### config.mk
export PLATFORM = sky130hd
export DESIGN_NAME = spw_link_mgr
export DESIGN_NICKNAME = d
export VERILOG_FILES = /design/src/rtl/spw_pkg.sv /design/src/rtl/spw_tx_arb.sv /design/src/rtl/spw_link_mgr.sv
export SDC_FILE = /design/constraint.sdc
export NUM_CORES = 1
export LEC_CHECK = 0
export CAP_MARGIN = 20
export CORE_ASPECT_RATIO = 1.75
export CORE_UTILIZATION = 44
export CTS_CLUSTER_DIAMETER = 100
export DETAILED_ROUTE_END_ITERATION = 8
export PLACE_DENSITY = 0.81
export SYNTH_ARGS = -nofsm -noshare
export SYNTH_HDL_FRONTEND = slang
export SYNTH_SLANG_ARGS = --single-unit
### constraint.sdc
create_clock -name CLOCK -period 2.85 [get_ports CLOCK]
set_input_delay 0.855 -clock CLOCK [delete_from_list [all_inputs] [get_ports CLOCK]]
set_output_delay 0.855 -clock CLOCK [all_outputs]
set_load 0.02 [all_outputs]
### src/rtl/spw_pkg.sv
// Shared SpaceWire definitions: codec CURRENTSTATE encoding and link-manager FSM states.
package spw_pkg;

  typedef enum logic [2:0] {
    CS_ERROR_RESET = 3'd0,
    CS_ERROR_WAIT  = 3'd1,
    CS_READY       = 3'd2,
    CS_STARTED     = 3'd3,
    CS_CONNECTING  = 3'd4,
    CS_RUN         = 3'd5
  } codec_state_e;

  typedef enum logic [2:0] {
    LM_IDLE,
    LM_START,
    LM_WAIT_RUN,
    LM_RUN,
    LM_BACKOFF,
    LM_FAIL
  } lm_state_e;

  localparam int DATA_W = 9;

  // Bit 8 set marks the last word of a packet (EOP/EEP).
  function automatic logic is_eop(input logic [DATA_W-1:0] word);
    return word[DATA_W-1];
  endfunction

endpackage

### src/rtl/spw_tx_arb.sv
// Two-requester transmit arbiter: packet-atomic ownership, round-robin between packets,
// at most one codec write every two cycles.
module spw_tx_arb
  import spw_pkg::*;
(
  input  logic                   clk,
  input  logic                   rst_n,
  input  logic                   link_ok,
  input  logic                   tx_full,
  input  logic [1:0]             req,
  input  logic [1:0][DATA_W-1:0] data,
  output logic [1:0]             ack,
  output logic                   wr_data,
  output logic [DATA_W-1:0]      data_i
);

  logic              owned_reg, owned_next;
  logic              owner_reg, owner_next;
  logic              prio_reg, prio_next;
  logic              wr_reg;
  logic [DATA_W-1:0] data_reg;
  logic              can_accept;
  logic              grant_valid;
  logic              grant_idx;

  always_comb begin
    grant_valid = 1'b0;
    grant_idx   = prio_reg;
    can_accept  = link_ok && !tx_full && !wr_reg;
    if (can_accept) begin
      if (owned_reg) begin
        // Mid-packet: only the owner may send, even if it is momentarily idle.
        grant_idx   = owner_reg;
        grant_valid = req[owner_reg];
      end else if (req[prio_reg]) begin
        grant_idx   = prio_reg;
        grant_valid = 1'b1;
      end else if (req[~prio_reg]) begin
        grant_idx   = ~prio_reg;
        grant_valid = 1'b1;
      end
    end
  end

  always_comb begin
    owned_next = owned_reg;
    owner_next = owner_reg;
    prio_next  = prio_reg;
    if (!link_ok) begin
      owned_next = 1'b0;
    end else if (grant_valid) begin
      owner_next = grant_idx;
      prio_next  = ~grant_idx;
      owned_next = !is_eop(data[grant_idx]);
    end
  end

  generate
    for (genvar gi = 0; gi < 2; gi++) begin : g_ack
      assign ack[gi] = grant_valid && (grant_idx == (gi == 1));
    end
  endgenerate

  always_ff @(posedge clk or negedge rst_n) begin
    if (!rst_n) begin
      owned_reg <= 1'b0;
      owner_reg <= 1'b0;
      prio_reg  <= 1'b0;
      wr_reg    <= 1'b0;
      data_reg  <= '0;
    end else begin
      owned_reg <= owned_next;
      owner_reg <= owner_next;
      prio_reg  <= prio_next;
      wr_reg    <= grant_valid;
      if (grant_valid) begin
        data_reg <= data[grant_idx];
      end
    end
  end

  assign wr_data = wr_reg;
  assign data_i  = data_reg;

endmodule

### src/rtl/spw_link_mgr.sv
// SpaceWire link manager: start/retry/backoff FSM around the codec, clock-divider select,
// and the shared transmit arbiter for requesters A and B.
module spw_link_mgr
  import spw_pkg::*;
#(
  parameter logic [6:0] INIT_DIV    = 7'd19,
  parameter int         RUN_TIMEOUT = 12800,
  parameter int         BACKOFF     = 25600,
  parameter int         MAX_RETRIES = 4
) (
  input  logic              CLOCK,
  input  logic              RESETn,
  input  logic              ENABLE,
  input  logic [6:0]        RUN_DIV,
  input  logic [2:0]        CURRENTSTATE,
  input  logic              TX_FULL,
  output logic              LINK_START,
  output logic              LINK_DISABLE,
  output logic              AUTOSTART,
  output logic [6:0]        TX_CLK_DIV,
  output logic              WR_DATA,
  output logic [DATA_W-1:0] DATA_I,
  input  logic              REQ_A,
  input  logic [DATA_W-1:0] DATA_A,
  output logic              ACK_A,
  input  logic              REQ_B,
  input  logic [DATA_W-1:0] DATA_B,
  output logic              ACK_B,
  output logic              LINK_UP,
  output logic              FAILED,
  output logic [2:0]        RETRY_CNT,
  output logic              LINK_LOST
);

  // Timers count load..0, so a state lasts exactly its parameter in cycles.
  localparam logic [15:0] RUN_TO_LOAD  = 16'(RUN_TIMEOUT - 1);
  localparam logic [15:0] BACKOFF_LOAD = 16'(BACKOFF - 1);
  localparam logic [2:0]  RETRY_MAX    = 3'(MAX_RETRIES);

  lm_state_e   state_reg, state_next;
  logic [15:0] timer_reg, timer_next;
  logic [2:0]  retry_reg, retry_next, retry_inc;
  logic [6:0]  div_reg;
  logic        lost_reg;
  logic        timer_done;
  logic        codec_run;
  logic        link_ok;
  logic [1:0]  arb_ack;

  assign timer_done = (timer_reg == 16'd0);
  assign codec_run  = (CURRENTSTATE == CS_RUN);
  assign retry_inc  = (retry_reg == RETRY_MAX) ? retry_reg : retry_reg + 3'd1;

  always_comb begin
    state_next = state_reg;
    retry_next = retry_reg;
    if (!ENABLE) begin
      state_next = LM_IDLE;
    end else begin
      case (state_reg)
        LM_IDLE: begin
          state_next = LM_START;
          retry_next = '0;
        end
        LM_START:    state_next = LM_WAIT_RUN;
        LM_WAIT_RUN: begin
          if (codec_run) begin
            state_next = LM_RUN;
          end else if (timer_done) begin
            retry_next = retry_inc;
            state_next = (retry_inc == RETRY_MAX) ? LM_FAIL : LM_BACKOFF;
          end
        end
        LM_RUN:      if (!codec_run) state_next = LM_BACKOFF;
        LM_BACKOFF:  if (timer_done) state_next = LM_START;
        LM_FAIL:     state_next = LM_FAIL;
        default:     state_next = LM_IDLE;
      endcase
    end
  end

  always_comb begin
    timer_next = timer_done ? timer_reg : timer_reg - 16'd1;
    if (state_next != state_reg) begin
      if (state_next == LM_WAIT_RUN) begin
        timer_next = RUN_TO_LOAD;
      end else if (state_next == LM_BACKOFF) begin
        timer_next = BACKOFF_LOAD;
      end
    end
  end

  always_ff @(posedge CLOCK or negedge RESETn) begin
    if (!RESETn) begin
      state_reg <= LM_IDLE;
      timer_reg <= '0;
      retry_reg <= '0;
      div_reg   <= INIT_DIV;
      lost_reg  <= 1'b0;
    end else begin
      state_reg <= state_next;
      timer_reg <= timer_next;
      retry_reg <= retry_next;
      div_reg   <= (state_reg == LM_RUN) ? RUN_DIV : INIT_DIV;
      lost_reg  <= (state_reg == LM_RUN) && (state_next == LM_BACKOFF);
    end
  end

  // The arbiter only accepts when the link stays in Run through the write cycle.
  assign link_ok = (state_reg == LM_RUN) && (state_next == LM_RUN);

  spw_tx_arb u_arb (
    .clk     (CLOCK),
    .rst_n   (RESETn),
    .link_ok (link_ok),
    .tx_full (TX_FULL),
    .req     ({REQ_B, REQ_A}),
    .data    ({DATA_B, DATA_A}),
    .ack     (arb_ack),
    .wr_data (WR_DATA),
    .data_i  (DATA_I)
  );

  assign ACK_A        = arb_ack[0];
  assign ACK_B        = arb_ack[1];
  assign LINK_START   = (state_reg == LM_START) || (state_reg == LM_WAIT_RUN) || (state_reg == LM_RUN);
  assign LINK_DISABLE = ~LINK_START;
  assign AUTOSTART    = 1'b0;
  assign TX_CLK_DIV   = div_reg;
  assign LINK_UP      = (state_reg == LM_RUN);
  assign FAILED       = (state_reg == LM_FAIL);
  assign RETRY_CNT    = retry_reg;
  assign LINK_LOST    = lost_reg;

endmodule

==> summary.txt <==
Outcome
  • Outcome: finished, violations left
  • Violations in the final reports: design-rule violations

Synthesis
  • Share of Yosys cell area claimed by the top area cell type: 0.4292
  • Cell type contributing the most total cell area after synthesis: sky130_fd_sc_hd__dfrtp_1
  • Commonest cells post-synth: sky130_fd_sc_hd__dfrtp_1 (40), sky130_fd_sc_hd__nor2_1 (23), sky130_fd_sc_hd__a21oi_1 (20)
  • Sequential area share after synthesis: 0.4630
  • Average size of a mapped cell: 9.558 um^2
  • Yosys warning count: 0
  • Number of distinct library cells after synthesis: 54
  • Post-synthesis instance area: 2332 um^2
  • Synthesis-stage register bit count: 43
  • Leading register cell type out of synthesis: sky130_fd_sc_hd__dfrtp_1
  • Share of synthesized flip-flops with an asynchronous set or reset: 1.000
  • Area contributors post-synth: sky130_fd_sc_hd__dfrtp_1 (43%), sky130_fd_sc_hd__a21oi_1 (4.3%), sky130_fd_sc_hd__nor2_1 (3.7%), sky130_fd_sc_hd__mux2i_1 (3.4%), sky130_fd_sc_hd__dfstp_2 (3.4%)
  • Most frequent cell after synthesis: sky130_fd_sc_hd__dfrtp_1
  • Number of instances in the synthesized netlist: 244
  • Net count after synthesis: 281
  • Number of flops mapped to enable cells by yosys: 0

Setup path
  • Critical path class: primary input to output port
  • CP Data Arrival Time: 1940 ps
  • Critical Path Most Common Cell: sky130_fd_sc_hd__nor2_2
  • Cell chain of the critical path: clkdlybuf4s50_1, nor2_2, and4_4, inv_2, nor2_2, buf_6
  • Family with the most delay on the worst path: buffers and inverters
  • Startpoint type of the worst setup path: primary input
  • Crit end category: output port
  • Largest stage delay on the critical path: 430 ps
  • Max Fanout on Critical Path: 3
  • Required time at the worst-slack endpoint: 2000 ps
  • Buf/Inv on CP: 3
  • Critical-path top delay cell: sky130_fd_sc_hd__clkdlybuf4s50_1

Floorplan
  • Full die area: 5607 um^2
  • Die Width: 57.04 um
  • Area of the core region: 5020 um^2
  • Die Height: 98.31 um
  • Boundary pin count: 62
  • Cell row count: 34
  • Initial Utilization: 0.4646

Clock network
  • Clock input transition at the sequential cells of the worst setup and hold paths: 80 ps
  • CTS H-tree depth: 2
  • Number of hold buffers added after CTS: 0
  • Number of CTS-inserted buffers: 5
  • CTS root buffer: sky130_fd_sc_hd__clkbuf_8
  • Clock net sink count: 43
  • Worst-skew pair later-pin latency: 300 ps
  • TritonCTS clock tree: built
  • Maximum buffer depth of the clock tree: 2

STA
  • Min Tclk post-route: 2798 ps
  • Total Neg Setup Slack: 0 ps
  • Final hold violation count: 0
  • Relative max-transition margin: 0.6247
  • Final worst-path cycle share: 0.9817
  • Number of pins with negative max-slew slack in the final report: 0
  • Number of failing setup endpoints in the final timing report: 0
  • Final Skew: 6.828 ps
  • Slew of the pin with the lowest slew margin: 557.8 ps
  • Fmax: 357.4 MHz

Power and ir drop
  • Switching portion of total power: 0.3426
  • Power Dens Cells: 573.1 nW/um^2
  • Share of total power in sequential cells: 0.438
  • NetSw: 0.6309 mW
  • Comb power frac: 0.348
  • Clock Power Share: 0.214
  • Internal Dissipation: 1.210 mW
  • Worst-case vdd ir drop: 0.0003184 V
  • Total leakage power: 1.391 nW

Detailed routing
  • Routed via count: 2041
  • DR iter-0 viols: 82
  • DRC violations left: 18
  • Final WL: 5.300 mm
  • Antenna violation net count after detailed routing: 0
  • Average via count per standard cell: 5.487
  • Average wire per cell in the routed design: 14.25 um
  • First-pass DRT Iterations: 6

Finish
  • Filler cell count in the final layout: 427
  • Final Instance Count excl. Fillers: 372
  • Share of final-layout standard cells stronger than drive strength 1: 0.1887
  • Diode insertion count for antenna repair: 0
  • Total number of nets in the final design: 354
  • Area growth syn-to-layout: 37.77%
  • Largest register FFs: 16

Global route
  • All-Layer GR Usage: 0.2114
  • Via count of the first global-routing pass: 2106
  • Global-route wire length before repair: 9.225 mm
  • Largest net degree at the start of global routing: 21
  • Sum of overflow across all layers after global routing: 0
  • Initial antenna violation count: 0

Placed design
  • Post-detail-place hpwl: 4.064 mm
  • Placer's final routability congestion estimate: 0.8232
  • Number of I/O port buffers: 60
  • Total placed cells including tap cells: 362

Flow run
  • Count of max-cap constraint violations: 0

Worst hold path
  • Hold crit path type: primary input to asynchronous set/reset pin
final timing paths:
kind                            slack (ps)            start  depth (start not counted)         endpoint
max in group asynchronous             1870           RESETn                          2    TX_CLK_DIV[1]
worst max register to register         100     timer_reg[0]                          9    timer_reg[15]
worst max-delay path                    50  CURRENTSTATE[1]                          6            ACK_B
worst min-delay path                   430           RESETn                          1    timer_reg[12]
worst min register to register         520  u_arb.owner_reg                          1  u_arb.owner_reg
min in group CLOCK                     520  u_arb.owner_reg                          1  u_arb.owner_reg
routing by layer:
metal,vias to the layer above,track usage,wire length (um),part of all wire
met5,-,0,0,0
met4,0,0.09756,121,0.023
met3,11,0.04503,302,0.057
met2,63,0.3792,2901,0.55
met1,970,0.2312,1976,0.37
li1,997,-,-,-
power groups by stage:
| stage | clock network (mW) | registers (mW) | logic (mW) |
|---|---|---|---|
| final | 0.394 | 0.807 | 0.641 |
| after global routing | 0.432 | 0.822 | 0.709 |
| after CTS | 0.405 | 0.806 | 0.644 |
| after detailed placement | 0 | 0.818 | 0.641 |
| after global placement | 0 | 0.811 | 0.622 |
| after floorplan | 0 | 0.827 | 0.384 |
placed cells by master (no fill, tap or decap), types with 3 or more instances in the layout:
cell / n
sky130_fd_sc_hd__buf_4: 19
sky130_fd_sc_hd__nor2_1: 21
sky130_fd_sc_hd__mux2i_1: 8
sky130_fd_sc_hd__and2_1: 5
sky130_fd_sc_hd__xnor2_1: 6
sky130_fd_sc_hd__mux2_2: 3
sky130_fd_sc_hd__or3_1: 3
sky130_fd_sc_hd__nand3b_1: 4
sky130_fd_sc_hd__clkdlybuf4s50_1: 52
sky130_fd_sc_hd__buf_6: 3
sky130_fd_sc_hd__dfrtp_1: 40
sky130_fd_sc_hd__xor2_1: 4
sky130_fd_sc_hd__nand2b_1: 7
sky130_fd_sc_hd__and3_1: 6
sky130_fd_sc_hd__inv_1: 11
sky130_fd_sc_hd__clkbuf_8: 5
sky130_fd_sc_hd__nand3_1: 5
sky130_fd_sc_hd__o21ai_2: 3
sky130_fd_sc_hd__nand2_1: 16
sky130_fd_sc_hd__nor3_1: 9
sky130_fd_sc_hd__a211oi_1: 3
sky130_fd_sc_hd__a21oi_1: 19
sky130_fd_sc_hd__ha_1: 3
sky130_fd_sc_hd__nor4_1: 4
sky130_fd_sc_hd__dfstp_2: 3
sky130_fd_sc_hd__o21ai_0: 6
sky130_fd_sc_hd__dlygate4sd2_1: 3
final cells by class:
cell class              instances  area [um^2]  share of cell area
repair buffers                 80        753.2              0.2344
clock buffers                   5        68.82             0.02142
flip-flops and latches         43         1080              0.3361
well taps                      54        67.56             0.02103
inverters                      13        48.80             0.01519
multi-input cells             174         1170              0.3641
clock inverters                 3        25.02            0.007788
kinds of logic (layout without fill, tap and decap cells):
family	after synthesis	count (layout)	share of synthesized area
AO/OA/AOI/OAI	47	47	0.1314
XOR/XNOR	10	10	0.03755
adder cells (fa/ha/maj)	4	4	0.02039
buffers and inverters	27	101	0.05257
flip-flops	43	43	0.4630
multiplexers	11	11	0.04882
other	1	1	0.001608
AND/OR/NAND/NOR	101	101	0.2446
timing repair:
action / 4_1_cts / 5_1_grt
endpoints found under the setup margin: 2 / 5
pin swaps: 5 / 5
gates resized for setup: 28 / 6
buffers inserted: 1 / 2
stage by stage:
| stage | setup WS (ps) | hold WS, ps | cell area [um^2] | power (mW) | utilization |
|---|---|---|---|---|---|
| final | 52.26 | 434.8 | 3213 | 1.841 | 0.6401 |
| after global routing | -1.731 | 456.1 | 3213 | 1.964 | 0.6401 |
| after CTS | 12.95 | 436.6 | 3187 | 1.855 | 0.6348 |
| after detailed placement | -910.7 | 508.4 | 3072 | 1.459 | 0.6119 |
| after global placement | -849.3 | 488.0 | 3072 | 1.433 | 0.6119 |
| after floorplan | -85.45 | 470.2 | 2337 | 1.210 | - |
Note: power is estimated with default switching activity, not from simulation.
